--- config.mk ---
export PLATFORM = sky130hd
export DESIGN_NAME = axi_burst_tracker
export DESIGN_NICKNAME = d
export VERILOG_FILES = /design/src/rtl/axi_pkg.sv /design/src/rtl/axi_cmd_fifo.sv /design/src/rtl/axi_burst_tracker.sv
export SDC_FILE = /design/constraint.sdc
export NUM_CORES = 1
export LEC_CHECK = 0
export ABC_AREA = 1
export BUFFER_PORTS_ARGS = -buffer_cell sky130_fd_sc_hd__buf_2
export CAP_MARGIN = 0
export CORE_UTILIZATION = 44
export CTS_CLUSTER_SIZE = 16
export DETAILED_ROUTE_END_ITERATION = 10
export GPL_ROUTABILITY_DRIVEN = 0
export HOLD_SLACK_MARGIN = 0.03
export PLACE_DENSITY = 0.63
export SLEW_MARGIN = 20
export SYNTH_ARGS = -nofsm -noshare
export SYNTH_HDL_FRONTEND = slang
export SYNTH_SLANG_ARGS = --single-unit
export TNS_END_PERCENT = 30
--- constraint.sdc ---
create_clock -name axi_aclk -period 3.65 [get_ports axi_aclk]
set_input_delay 0.1825 -clock axi_aclk [delete_from_list [all_inputs] [get_ports axi_aclk]]
set_output_delay 0.1825 -clock axi_aclk [all_outputs]
set_load 0.005 [all_outputs]
--- src/rtl/axi_pkg.sv ---
// rtl/axi_pkg.sv - shared burst/response/state types and the per-beat address step
package axi_pkg;

  typedef enum logic [1:0] {
    BURST_FIXED = 2'b00,
    BURST_INCR  = 2'b01,
    BURST_WRAP  = 2'b10
  } burst_e;

  typedef enum logic [1:0] {
    ST_IDLE  = 2'd0,
    ST_BURST = 2'd1,
    ST_RESP  = 2'd2
  } state_e;

  localparam logic [1:0] RESP_OKAY   = 2'b00;
  localparam logic [1:0] RESP_SLVERR = 2'b10;

  // Address of the beat following addr. Works at 64 bits; callers truncate to
  // their own address width, which gives the mod-2^AW wrap of INCR for free.
  function automatic logic [63:0] axi_next_addr(input logic [63:0] addr,
                                                input logic [2:0]  size,
                                                input logic [7:0]  len,
                                                input burst_e      burst);
    logic [63:0] bytes;
    logic [63:0] bound;
    logic [63:0] nxt;
    bytes = 64'd1 << size;
    bound = ({56'd0, len} + 64'd1) << size;
    case (burst)
      BURST_FIXED: nxt = addr;
      BURST_WRAP:  nxt = (addr & ~(bound - 64'd1)) | ((addr + bytes) & (bound - 64'd1));
      default:     nxt = (addr & ~(bytes - 64'd1)) + bytes;
    endcase
    return nxt;
  endfunction

endpackage

--- src/rtl/axi_cmd_fifo.sv ---
// rtl/axi_cmd_fifo.sv - outstanding address-command queue with full/empty/count
module axi_cmd_fifo #(
  parameter int W     = 49,
  parameter int DEPTH = 4
) (
  input  logic                     clk_i,
  input  logic                     rst_ni,
  input  logic                     push_i,
  input  logic [W-1:0]             wdata_i,
  input  logic                     pop_i,
  output logic [W-1:0]             rdata_o,
  output logic                     full_o,
  output logic                     empty_o,
  output logic [$clog2(DEPTH):0]   count_o
);

  localparam int PW = $clog2(DEPTH);

  logic [W-1:0]  mem_q [DEPTH];
  logic [PW-1:0] wr_ptr_q, wr_ptr_d;
  logic [PW-1:0] rd_ptr_q, rd_ptr_d;
  logic [PW:0]   count_q, count_d;
  logic          do_push, do_pop;

  assign full_o  = (count_q == (PW+1)'(DEPTH));
  assign empty_o = (count_q == '0);
  assign count_o = count_q;
  assign rdata_o = mem_q[rd_ptr_q];
  assign do_push = push_i && !full_o;
  assign do_pop  = pop_i && !empty_o;

  // Pointer and occupancy next-state; DEPTH is a power of two so pointers wrap naturally.
  always_comb begin
    wr_ptr_d = wr_ptr_q;
    rd_ptr_d = rd_ptr_q;
    count_d  = count_q;
    if (do_push) wr_ptr_d = wr_ptr_q + 1'b1;
    if (do_pop)  rd_ptr_d = rd_ptr_q + 1'b1;
    case ({do_push, do_pop})
      2'b10:   count_d = count_q + 1'b1;
      2'b01:   count_d = count_q - 1'b1;
      default: count_d = count_q;
    endcase
  end

  // Storage array; contents are don't-care until written, so no reset.
  always_ff @(posedge clk_i) begin
    if (do_push) mem_q[wr_ptr_q] <= wdata_i;
  end

  // Pointer and occupancy registers.
  always_ff @(posedge clk_i or negedge rst_ni) begin
    if (!rst_ni) begin
      wr_ptr_q <= '0;
      rd_ptr_q <= '0;
      count_q  <= '0;
    end else begin
      wr_ptr_q <= wr_ptr_d;
      rd_ptr_q <= rd_ptr_d;
      count_q  <= count_d;
    end
  end

endmodule

--- src/rtl/axi_burst_tracker.sv ---
// rtl/axi_burst_tracker.sv - AXI burst sequencer: command queue, beat addressing, LAST check, B response
module axi_burst_tracker
  import axi_pkg::*;
#(
  parameter int AW    = 32,
  parameter int DW    = 64,
  parameter int IDW   = 4,
  parameter int DEPTH = 4,
  parameter int WRITE = 1
) (
  input  logic                   axi_aclk,
  input  logic                   rst_n,
  input  logic                   ax_valid_in,
  output logic                   ax_ready,
  input  logic [AW-1:0]          ax_addr_in,
  input  logic [7:0]             ax_len_in,
  input  logic [2:0]             ax_size_in,
  input  logic [1:0]             ax_burst_in,
  input  logic [IDW-1:0]         ax_id_in,
  input  logic                   d_valid_in,
  input  logic                   d_ready_in,
  input  logic                   d_last_in,
  output logic                   d_ready,
  output logic [AW-1:0]          d_addr,
  output logic [7:0]             d_beat,
  output logic                   d_last,
  output logic [IDW-1:0]         d_id,
  output logic                   d_err,
  output logic                   b_valid,
  input  logic                   b_ready_in,
  output logic [1:0]             b_resp,
  output logic [IDW-1:0]         b_id,
  output logic [$clog2(DEPTH):0] q_count
);

  localparam int         CW       = AW + 8 + 3 + 2 + IDW;
  localparam logic [2:0] MAX_SIZE = 3'($clog2(DW/8));
  localparam bit         IS_WRITE = (WRITE != 0);

  logic           ready_en_q;
  logic           fifo_full, fifo_empty, push, pop;
  logic [CW-1:0]  fifo_wdata, fifo_rdata;

  logic [AW-1:0]  h_addr;
  logic [7:0]     h_len;
  logic [2:0]     h_size;
  logic [1:0]     h_burst;
  logic [IDW-1:0] h_id;
  logic           ld_err;
  logic [2:0]     ld_size;
  burst_e         ld_burst;

  state_e         state_q, state_d;
  logic [AW-1:0]  addr_q, addr_d, addr_nxt;
  logic [7:0]     len_q, len_d, beat_q, beat_d;
  logic [2:0]     size_q, size_d;
  burst_e         burst_q, burst_d;
  logic [IDW-1:0] id_q, id_d;
  logic           err_q, err_d;
  logic           b_valid_q, b_valid_d;
  logic [1:0]     b_resp_q, b_resp_d;
  logic [IDW-1:0] b_id_q, b_id_d;

  logic           last_w, ready_w, beat_acc, beat_err, b_free;

  assign fifo_wdata = {ax_addr_in, ax_len_in, ax_size_in, ax_burst_in, ax_id_in};
  assign h_id       = fifo_rdata[IDW-1:0];
  assign h_burst    = fifo_rdata[IDW+1:IDW];
  assign h_size     = fifo_rdata[IDW+4:IDW+2];
  assign h_len      = fifo_rdata[IDW+12:IDW+5];
  assign h_addr     = fifo_rdata[CW-1:IDW+13];

  assign ax_ready = !fifo_full && ready_en_q;
  assign push     = ax_valid_in && ax_ready;

  axi_cmd_fifo #(
    .W     (CW),
    .DEPTH (DEPTH)
  ) u_cmd_fifo (
    .clk_i   (axi_aclk),
    .rst_ni  (rst_n),
    .push_i  (push),
    .wdata_i (fifo_wdata),
    .pop_i   (pop),
    .rdata_o (fifo_rdata),
    .full_o  (fifo_full),
    .empty_o (fifo_empty),
    .count_o (q_count)
  );

  // Beat handshake. The last beat of a write burst is held off while the
  // previous response is still unclaimed, so a response is never overwritten.
  assign last_w   = (state_q == ST_BURST) && (beat_q == len_q);
  assign ready_w  = d_ready_in && (state_q == ST_BURST) &&
                    !(IS_WRITE && last_w && b_valid_q && !b_ready_in);
  assign beat_acc = d_valid_in && ready_w;
  assign beat_err = beat_acc && (d_last_in != last_w);
  assign b_free   = !b_valid_q || b_ready_in;
  assign addr_nxt = AW'(axi_next_addr(64'(addr_q), size_q, len_q, burst_q));

  assign d_ready = ready_w;
  assign d_addr  = addr_q;
  assign d_beat  = beat_q;
  assign d_last  = last_w;
  assign d_id    = id_q;
  assign d_err   = beat_err;
  assign b_valid = IS_WRITE && b_valid_q;
  assign b_resp  = IS_WRITE ? b_resp_q : RESP_OKAY;
  assign b_id    = IS_WRITE ? b_id_q : '0;

  // Sanitise the queue head before it becomes the active burst: illegal bursts
  // and oversize beats still run len+1 beats but are flagged for SLVERR.
  always_comb begin
    ld_err   = 1'b0;
    ld_burst = BURST_INCR;
    ld_size  = h_size;
    case (h_burst)
      2'b00: ld_burst = BURST_FIXED;
      2'b01: ld_burst = BURST_INCR;
      2'b10: begin
        if (h_len == 8'd1 || h_len == 8'd3 || h_len == 8'd7 || h_len == 8'd15) ld_burst = BURST_WRAP;
        else ld_err = 1'b1;
      end
      default: ld_err = 1'b1;
    endcase
    if (h_size > MAX_SIZE) begin
      ld_size = MAX_SIZE;
      ld_err  = 1'b1;
    end
  end

  // Burst FSM next-state: load from queue, step beats, post the write response.
  always_comb begin
    state_d   = state_q;
    addr_d    = addr_q;
    len_d     = len_q;
    size_d    = size_q;
    burst_d   = burst_q;
    id_d      = id_q;
    beat_d    = beat_q;
    err_d     = err_q;
    b_valid_d = b_valid_q && !b_ready_in;
    b_resp_d  = b_resp_q;
    b_id_d    = b_id_q;
    pop       = 1'b0;
    case (state_q)
      ST_IDLE: begin
        if (!fifo_empty) begin
          pop     = 1'b1;
          addr_d  = h_addr;
          len_d   = h_len;
          size_d  = ld_size;
          burst_d = ld_burst;
          id_d    = h_id;
          beat_d  = 8'd0;
          err_d   = ld_err;
          state_d = ST_BURST;
        end
      end
      ST_BURST: begin
        if (beat_acc) begin
          if (beat_err) err_d = 1'b1;
          if (last_w) begin
            if (IS_WRITE) begin
              if (b_free) begin
                b_valid_d = 1'b1;
                b_resp_d  = (err_q || beat_err) ? RESP_SLVERR : RESP_OKAY;
                b_id_d    = id_q;
                state_d   = ST_IDLE;
              end else begin
                state_d = ST_RESP;
              end
            end else begin
              state_d = ST_IDLE;
            end
          end else begin
            beat_d = beat_q + 8'd1;
            addr_d = addr_nxt;
          end
        end
      end
      ST_RESP: begin
        if (b_free) begin
          b_valid_d = 1'b1;
          b_resp_d  = err_q ? RESP_SLVERR : RESP_OKAY;
          b_id_d    = id_q;
          state_d   = ST_IDLE;
        end
      end
      default: state_d = ST_IDLE;
    endcase
  end

  // State, active-burst and response registers; reset drops everything in flight.
  always_ff @(posedge axi_aclk or negedge rst_n) begin
    if (!rst_n) begin
      ready_en_q <= 1'b0;
      state_q    <= ST_IDLE;
      addr_q     <= '0;
      len_q      <= '0;
      size_q     <= '0;
      burst_q    <= BURST_FIXED;
      id_q       <= '0;
      beat_q     <= '0;
      err_q      <= 1'b0;
      b_valid_q  <= 1'b0;
      b_resp_q   <= RESP_OKAY;
      b_id_q     <= '0;
    end else begin
      ready_en_q <= 1'b1;
      state_q    <= state_d;
      addr_q     <= addr_d;
      len_q      <= len_d;
      size_q     <= size_d;
      burst_q    <= burst_d;
      id_q       <= id_d;
      beat_q     <= beat_d;
      err_q      <= err_d;
      b_valid_q  <= b_valid_d;
      b_resp_q   <= b_resp_d;
      b_id_q     <= b_id_d;
    end
  end

endmodule
# --- Word level (Yosys, flattened, before mapping) ---
# Memories as Yosys holds them, arrays and structs flattened.
# Index checks and enable logic that the tools add are counted.
# W data, S select, Z words.
totals:
  output_inout_bits: 58
  in_bits: 56
  register_bits: 75
  latch_bits: 0
  mem_bits_ro: 0
  mem_bits_rw: 196
  word_cells: 140
  mem_count: 1
mem_list:
  columns: ["memory", "words", "width", "read_ports", "rd_ports_with_merged_regs", "wr", "line_no", "rtl"]
  rows:
  - ["u_cmd_fifo.mem_q", 4, 49, 1, 0, 1, "axi_cmd_fifo.sv:19", "logic [W-1:0] mem_q [DEPTH];"]
classes:
  multipliers: 0
  addsub: 10
  reduce_logical: 37
  div: 0
  magnitude_cmp: 1
  bitwise_logic: 7
  mux: 45
  shifts: 2
  eq_ne: 22
ops:
  columns: ["cell", "count"]
  rows:
  - ["$pmux W32 S2", 2]
  - ["$and A32 B32 Y32", 3]
  - ["$mux W32", 3]
  - ["$add A32 B32 Y32", 2]
  - ["$not A32 Y32", 2]
  - ["$sub A32 B1 Y32 const B", 2]
  - ["$or A32 B32 Y32", 1]
  - ["$shl A1 B3 Y32 const A", 1]
  - ["$shl A9 B3 Y32", 1]
  - ["$mux W2", 12]
  - ["$mux W8", 3]
  - ["$ne A2 B2 Y1 const B", 8]
  - ["$pmux W8 S2", 1]
  - ["$logic_and A1 B1 Y1", 12]
  - ["$mux W1", 12]
  - ["$mux W4", 3]
  - ["$reduce_and A4 Y1", 3]
  - ["$reduce_and A5 Y1", 2]
  - ["$add A8 B1 Y9 const B", 1]
  - ["$add A8 B1 Y8 const B", 1]
  - ["$eq A2 B2 Y1 const B", 4]
  - ["$eq A8 B1 Y1 const B", 1]
  - ["$eq A8 B2 Y1 const B", 1]
  - ["$eq A8 B3 Y1 const B", 1]
  - ["other kinds (24)", 42]

# --- Depth between registers and ports, before layout ---
depth:
  word_depth: 14
  ltp_mapped: 23
  depth_no_buf: 23

# --- Cells and area by module ---
# A second synthesis with hierarchy kept.
hier_totals:
  hier_cells: 1803
  hier_area_um2: 15223.4
by_module_without_submodules:
  columns: ["mod", "n_inst", "seq_area_each_um2", "area_per_inst_um2", "cells_each"]
  rows:
  - ["axi_cmd_fifo", 1, 6060.8, 8180.3, 633]
  - ["axi_burst_tracker", 1, 1676.6, 7043.0, 1170]

# --- Worst setup path before layout ---
# Ideal clock, no wire load.
synth_timing:
  kind: "flip-flop to flip-flop"
  from: "reg u_cmd_fifo.count_q[0] (netlist: u_cmd_fifo.count_o[0])"
  to: "mem u_cmd_fifo.mem_q[0][0] (enable)"
  t_arrival_ps: 3002
  stages_incl_launch_ff: 5
  setup_slack_ps: 192
  required_time_ps: 3194
  path_buffers: 0
  cell_sequence: "dfrtp_1 > inv_1 > a31oi_1 > nand2_1 > nor2_1"
synth_via:
  elab_chain_len: 7
synth_rtl:
  columns: ["element", "line_no", "rtl"]
  rows:
  - ["start: declaration", "axi_cmd_fifo.sv:22", "logic [PW:0] count_q, count_d;"]
  - ["start signal: assignment", "axi_cmd_fifo.sv:60", "count_q <= count_d;"]
  - ["$eq A3 B3 Y1", "axi_cmd_fifo.sv:25", "assign full_o = (count_q == (PW+1)'(DEPTH));"]
  - ["$logic_not A1 Y1", "axi_burst_tracker.sv:73", "assign ax_ready = !fifo_full && ready_en_q;"]
  - ["$logic_and A1 B1 Y1", "axi_burst_tracker.sv:73", null]
  - ["via ax_ready", "axi_burst_tracker.sv:14", "output logic ax_ready,"]
  - ["$logic_and A1 B1 Y1", "axi_burst_tracker.sv:74", "assign push = ax_valid_in && ax_ready;"]
  - ["$logic_and A1 B1 Y1", "axi_cmd_fifo.sv:29", "assign do_push = push_i && !full_o;"]
  - ["$mux W1", "axi_cmd_fifo.sv:48", "if (do_push) mem_q[wr_ptr_q] <= wdata_i;"]
  - ["$mux W1 (implied by the code)", "axi_cmd_fifo.sv:48", null]
  - ["end: declaration", "axi_cmd_fifo.sv:19", null]
# The timed path passes the listed nets, and every way through them passes these cells.

==> results.txt <==
* Share of the core filled with cells: 52.62%
- Die Y: 183.7 um
* Most frequent cells in the layout: sky130_fd_sc_hd__nand2_1, sky130_fd_sc_hd__nor2_1, sky130_fd_sc_hd__edfxtp_1, sky130_fd_sc_hd__o21ai_0, sky130_fd_sc_hd__inv_1
- Unrepaired setup endpoints after global routing: false
- CTS tree: yes
- Via density per instance: 5.297
- The worst setup path is launched from a flop.
- The critical path goes through inv_2 -> nand2_2 -> nor2_2 -> ha_1 -> inv_1 -> fa_1 -> inv_1 -> nand4_1 -> nand3_1 -> nand2_1 -> nand2_1 -> inv_1 -> nor3_1 -> nand2_1 -> xor2_1 -> nand4_1 -> nand3_1 -> nand2_1 -> nand2_1.
* Tcrit/Tclk final: 89.65%
* Horizontal die dimension: 183.7 um
- Signal arrival time at the worst endpoint: 3.73 ns
- In the final layout, the share of cells above drive strength 1 is 13.09%.
* Placeable Area: 32540 sq um
- In this run, the number of DRC markers left after iteration 0 of detailed routing was 1179.
- Top Family by Delay on Critical Path: simple AND/OR/NAND/NOR gates
- Number of flops mapped to enable cells by yosys: 196
- Post-detailed-placement half-perimeter wirelength: 26.29 mm
- Mapped Nets: 1753
- In the post-synthesis netlist, the biggest area contributors are sky130_fd_sc_hd__edfxtp_1, sky130_fd_sc_hd__dfrtp_1, sky130_fd_sc_hd__nand2_1.
- VDD IR-drop max: 0.0003322 V
- Entering global routing, the biggest net connects 50 pins.
* Async S/R FF share, synth: 27.41%
- Total count of hold-check failures in the final report: 0
* Final sum of negative setup slack: 0 ns
- Worst reg-to-reg path cell count: 19
- The final number of max-transition violations is 0.
- Headroom to the max-slew limit came out at 36.69%.
- CTS built an H-tree with a depth of 1.
- At the end of the flow, the number of nets in the layout was 1910.
- In this run the mean area of a mapped cell was 8.707 sq um.
- Total global routing track utilization: 23.15%
- Sink count of the clock tree: 270
* Residual overflow from global routing: 0
* Unique masters post-synth: 54
- Summed over all layers, the routed wires come to 38.43 mm.
- Power density over the cells: 808.7 nW/um^2
- Number of core rows: 66
* Number of register bits inferred by synthesis: 270
* Clock slew at reported path FFs: 0.06 ns
- Layout Area Growth over Synthesis: 17.81%
* # IOs: 114
* Count of buffer and inverter cells on the critical path: 4
- Cell count after synthesis: 1669
- Total setup buffers inserted after CTS: 0
- Setup Viol. Count Final: 0
* Leakage component of the power: 0.007111 uW
- Max-cap violations in this run came to 0.
- The synthesized design spends more area on one cell type than any other, namely sky130_fd_sc_hd__edfxtp_1.
* Netlist Area Pre-Place: 14530 sq um
- Die area: 33760 sq um
* Most common cell after layout, fill and taps aside: sky130_fd_sc_hd__nand2_1
- Final Hold Slack: 0.08011 ns
- Worst-margin pin slew: 0.9438 ns
- Slowest cell on crit path: sky130_fd_sc_hd__dfrtp_1
* Number of inserted filler cells in the final layout: 3096
- Counting stages on the worst path, the most repeated cell is sky130_fd_sc_hd__nand2_1.
- Footprint of the flip-flops and latches: 7739 sq um
* Post-route cell area: 17120 sq um
* Primary flip-flop cell chosen by synthesis mapping: sky130_fd_sc_hd__edfxtp_1
- In this run the clock root is driven by a sky130_fd_sc_hd__clkbuf_16.
* Slowest cell delay on critical path: 0.56 ns
- Summing all multi-input logic gate instances after layout gives 5948 sq um.
- The detailed router placed 12140 vias in this run.
- Timing would allow up to 0.3056 GHz.
- Element type at the critical path end: flop
- Counting the buffers created by CTS gives 30.
* Count of unresolved DRC violations after routing: 0
- Number of antenna-violating nets in the routed design: 0
- For the worst-skew pair, the clock arrives at the later sink with an insertion delay of 0.56 ns.
- Via count of the first global-routing pass: 11510
- Counting instances, the worst hold path has a depth of 5.
* Peak fanout along the critical path: 16
* Global-route wire length before repair: 61.60 mm
* Depth of the critical timing path with buffers and inverters included: 19
- Before antenna repair, the detailed router went through 5 iterations.
- The flow ran to the end, and the final reports show no timing, DRC or antenna violations.
* Share of the synthesized area in the top cell type: 40.50%
- During synthesis, Yosys emitted a total of 0 warnings.
- Final worst clock skew: 0.02159 ns
* Setup slack of the most critical reg-to-reg path: 0.38 ns
- During placement, the flow inserted port buffers numbering 112.
- The initial utilization of the core area, before any placement, comes to 44.66%.
* Initial antenna violation count: 1
- In the final routed layout, each cell accounts on average for 16.77 um.
- Gates resized during post-CTS repair numbered 0.
- Required time worst endpoint: 4.11 ns
* CTS Buffer Depth: 3
* Min Clock Period, post-route: 3.272 ns
- Once placement finished, the instance area stood at 15590 sq um.
- The setup path with the least slack is of type flop to flop.
- Class of the tightest hold or removal check: input port to flop
- Sequential fraction of the synthesis area: 53.25%
## metrics by stage
stage	setup slack [ns]	total power (uW)	cells
4_1_cts	0.4285	13850	2291
2_1_floorplan	0.1922	8779	1669
5_1_grt	0.01049	14900	2292
3_3_place_gp	0.5049	10640	2184
6_report	0.3777	13840	2292
3_5_place_dp	0.4482	10710	2184
## logic make-up after synthesis
| kind of cell | Yosys count | share of synthesized area, % |
|---|---|---|
| buffers and inverters | 222 | 6.044 |
| XOR/XNOR | 44 | 2.652 |
| other | 2 | 0.05168 |
| AO/OA/AOI/OAI | 290 | 11.30 |
| flip-flops | 270 | 53.25 |
| adder cells (fa/ha/maj) | 28 | 2.514 |
| AND/OR/NAND/NOR | 813 | 24.19 |
## worst reg2reg max path, stage by stage (launching register included)
cell                      delay, ns
sky130_fd_sc_hd__dfrtp_1       0.56
sky130_fd_sc_hd__inv_2         0.13
sky130_fd_sc_hd__nand2_2       0.10
sky130_fd_sc_hd__nor2_2        0.13
sky130_fd_sc_hd__ha_1          0.23
sky130_fd_sc_hd__inv_1         0.07
sky130_fd_sc_hd__fa_1          0.41
sky130_fd_sc_hd__inv_1         0.10
sky130_fd_sc_hd__nand4_1       0.09
sky130_fd_sc_hd__nand3_1       0.13
sky130_fd_sc_hd__nand2_1       0.07
sky130_fd_sc_hd__nand2_1       0.11
sky130_fd_sc_hd__inv_1         0.10
sky130_fd_sc_hd__nor3_1        0.36
sky130_fd_sc_hd__nand2_1       0.12
sky130_fd_sc_hd__xor2_1        0.16
sky130_fd_sc_hd__nand4_1       0.09
sky130_fd_sc_hd__nand3_1       0.07
sky130_fd_sc_hd__nand2_1       0.09
sky130_fd_sc_hd__nand2_1       0.05
## final timing paths
check | endpoint | start
min in group asynchronous | async pin | rst_n
max | flop | size_q[1]
min reg2reg | b_id[1] | b_id[1]
min | b_resp[1] | d_last_in
max in group asynchronous | ready_en_q | rst_n
max reg2reg | flop | size_q[1]
## cells in the mapped netlist, types with 2 or more instances
library cell and n:
sky130_fd_sc_hd__a21oi_2 2, sky130_fd_sc_hd__nand3_1 137, sky130_fd_sc_hd__o31ai_1 3, sky130_fd_sc_hd__o21ai_0 165
sky130_fd_sc_hd__ha_1 26, sky130_fd_sc_hd__o221ai_1 6, sky130_fd_sc_hd__clkinv_1 3, sky130_fd_sc_hd__nand4_1 21
sky130_fd_sc_hd__nand2_1 368, sky130_fd_sc_hd__o21ai_1 7, sky130_fd_sc_hd__nor2_8 2, sky130_fd_sc_hd__nor4_1 5
sky130_fd_sc_hd__edfxtp_1 196, sky130_fd_sc_hd__dfrtp_1 74, sky130_fd_sc_hd__and2_1 2, sky130_fd_sc_hd__nand3_2 3
sky130_fd_sc_hd__o21bai_1 3, sky130_fd_sc_hd__clkbuf_1 46, sky130_fd_sc_hd__o211ai_1 3, sky130_fd_sc_hd__buf_1 4
sky130_fd_sc_hd__buf_2 5, sky130_fd_sc_hd__inv_1 147, sky130_fd_sc_hd__buf_6 3, sky130_fd_sc_hd__o22ai_1 38
sky130_fd_sc_hd__buf_4 4, sky130_fd_sc_hd__conb_1 2, sky130_fd_sc_hd__xnor2_1 10, sky130_fd_sc_hd__or2_2 2
sky130_fd_sc_hd__nor2_2 11, sky130_fd_sc_hd__nor2_1 221, sky130_fd_sc_hd__inv_2 9, sky130_fd_sc_hd__xor2_1 34
sky130_fd_sc_hd__a31oi_1 8, sky130_fd_sc_hd__nor3_1 19, sky130_fd_sc_hd__nand2_4 4, sky130_fd_sc_hd__a32o_1 5
sky130_fd_sc_hd__a21oi_1 41, sky130_fd_sc_hd__nor2_4 5, sky130_fd_sc_hd__nand2_2 9, sky130_fd_sc_hd__fa_1 2
## layer usage
metal	vias up	share of wire, %	track usage (%)
li1	5977	-	-
met1	5711	46	33.15
met2	385	45	37.02
met3	68	6.9	3.387
met4	0	1.9	5.433
met5	-	0	0
## timing repair
action                     in CTS  in global routing
hold endpoints to repair      241                  0
setup endpoints to repair       0                  0
hold buffers                   52                  0
## layout make-up
| cell class | instances | area share (%) |
|---|---|---|
| multi-input combinational | 1177 | 34.75 |
| sequential | 270 | 45.21 |
| antenna | 1 | 0.01462 |
| inverter | 159 | 3.486 |
| clock inverter | 20 | 1.243 |
| timing repair buffer | 188 | 7.455 |
| clock buffer | 35 | 4.619 |
| tap | 442 | 3.231 |
## power by group
group | internal (uW) | leakage [uW] | switching, uW
sequential | 3920 | 0.00269 | 627
combinational | 2020 | 0.00393 | 4220
clock | 1830 | 0.000485 | 1240
total | 7760 | 0.00711 | 6080
Note: power is estimated with default switching activity, not from simulation.
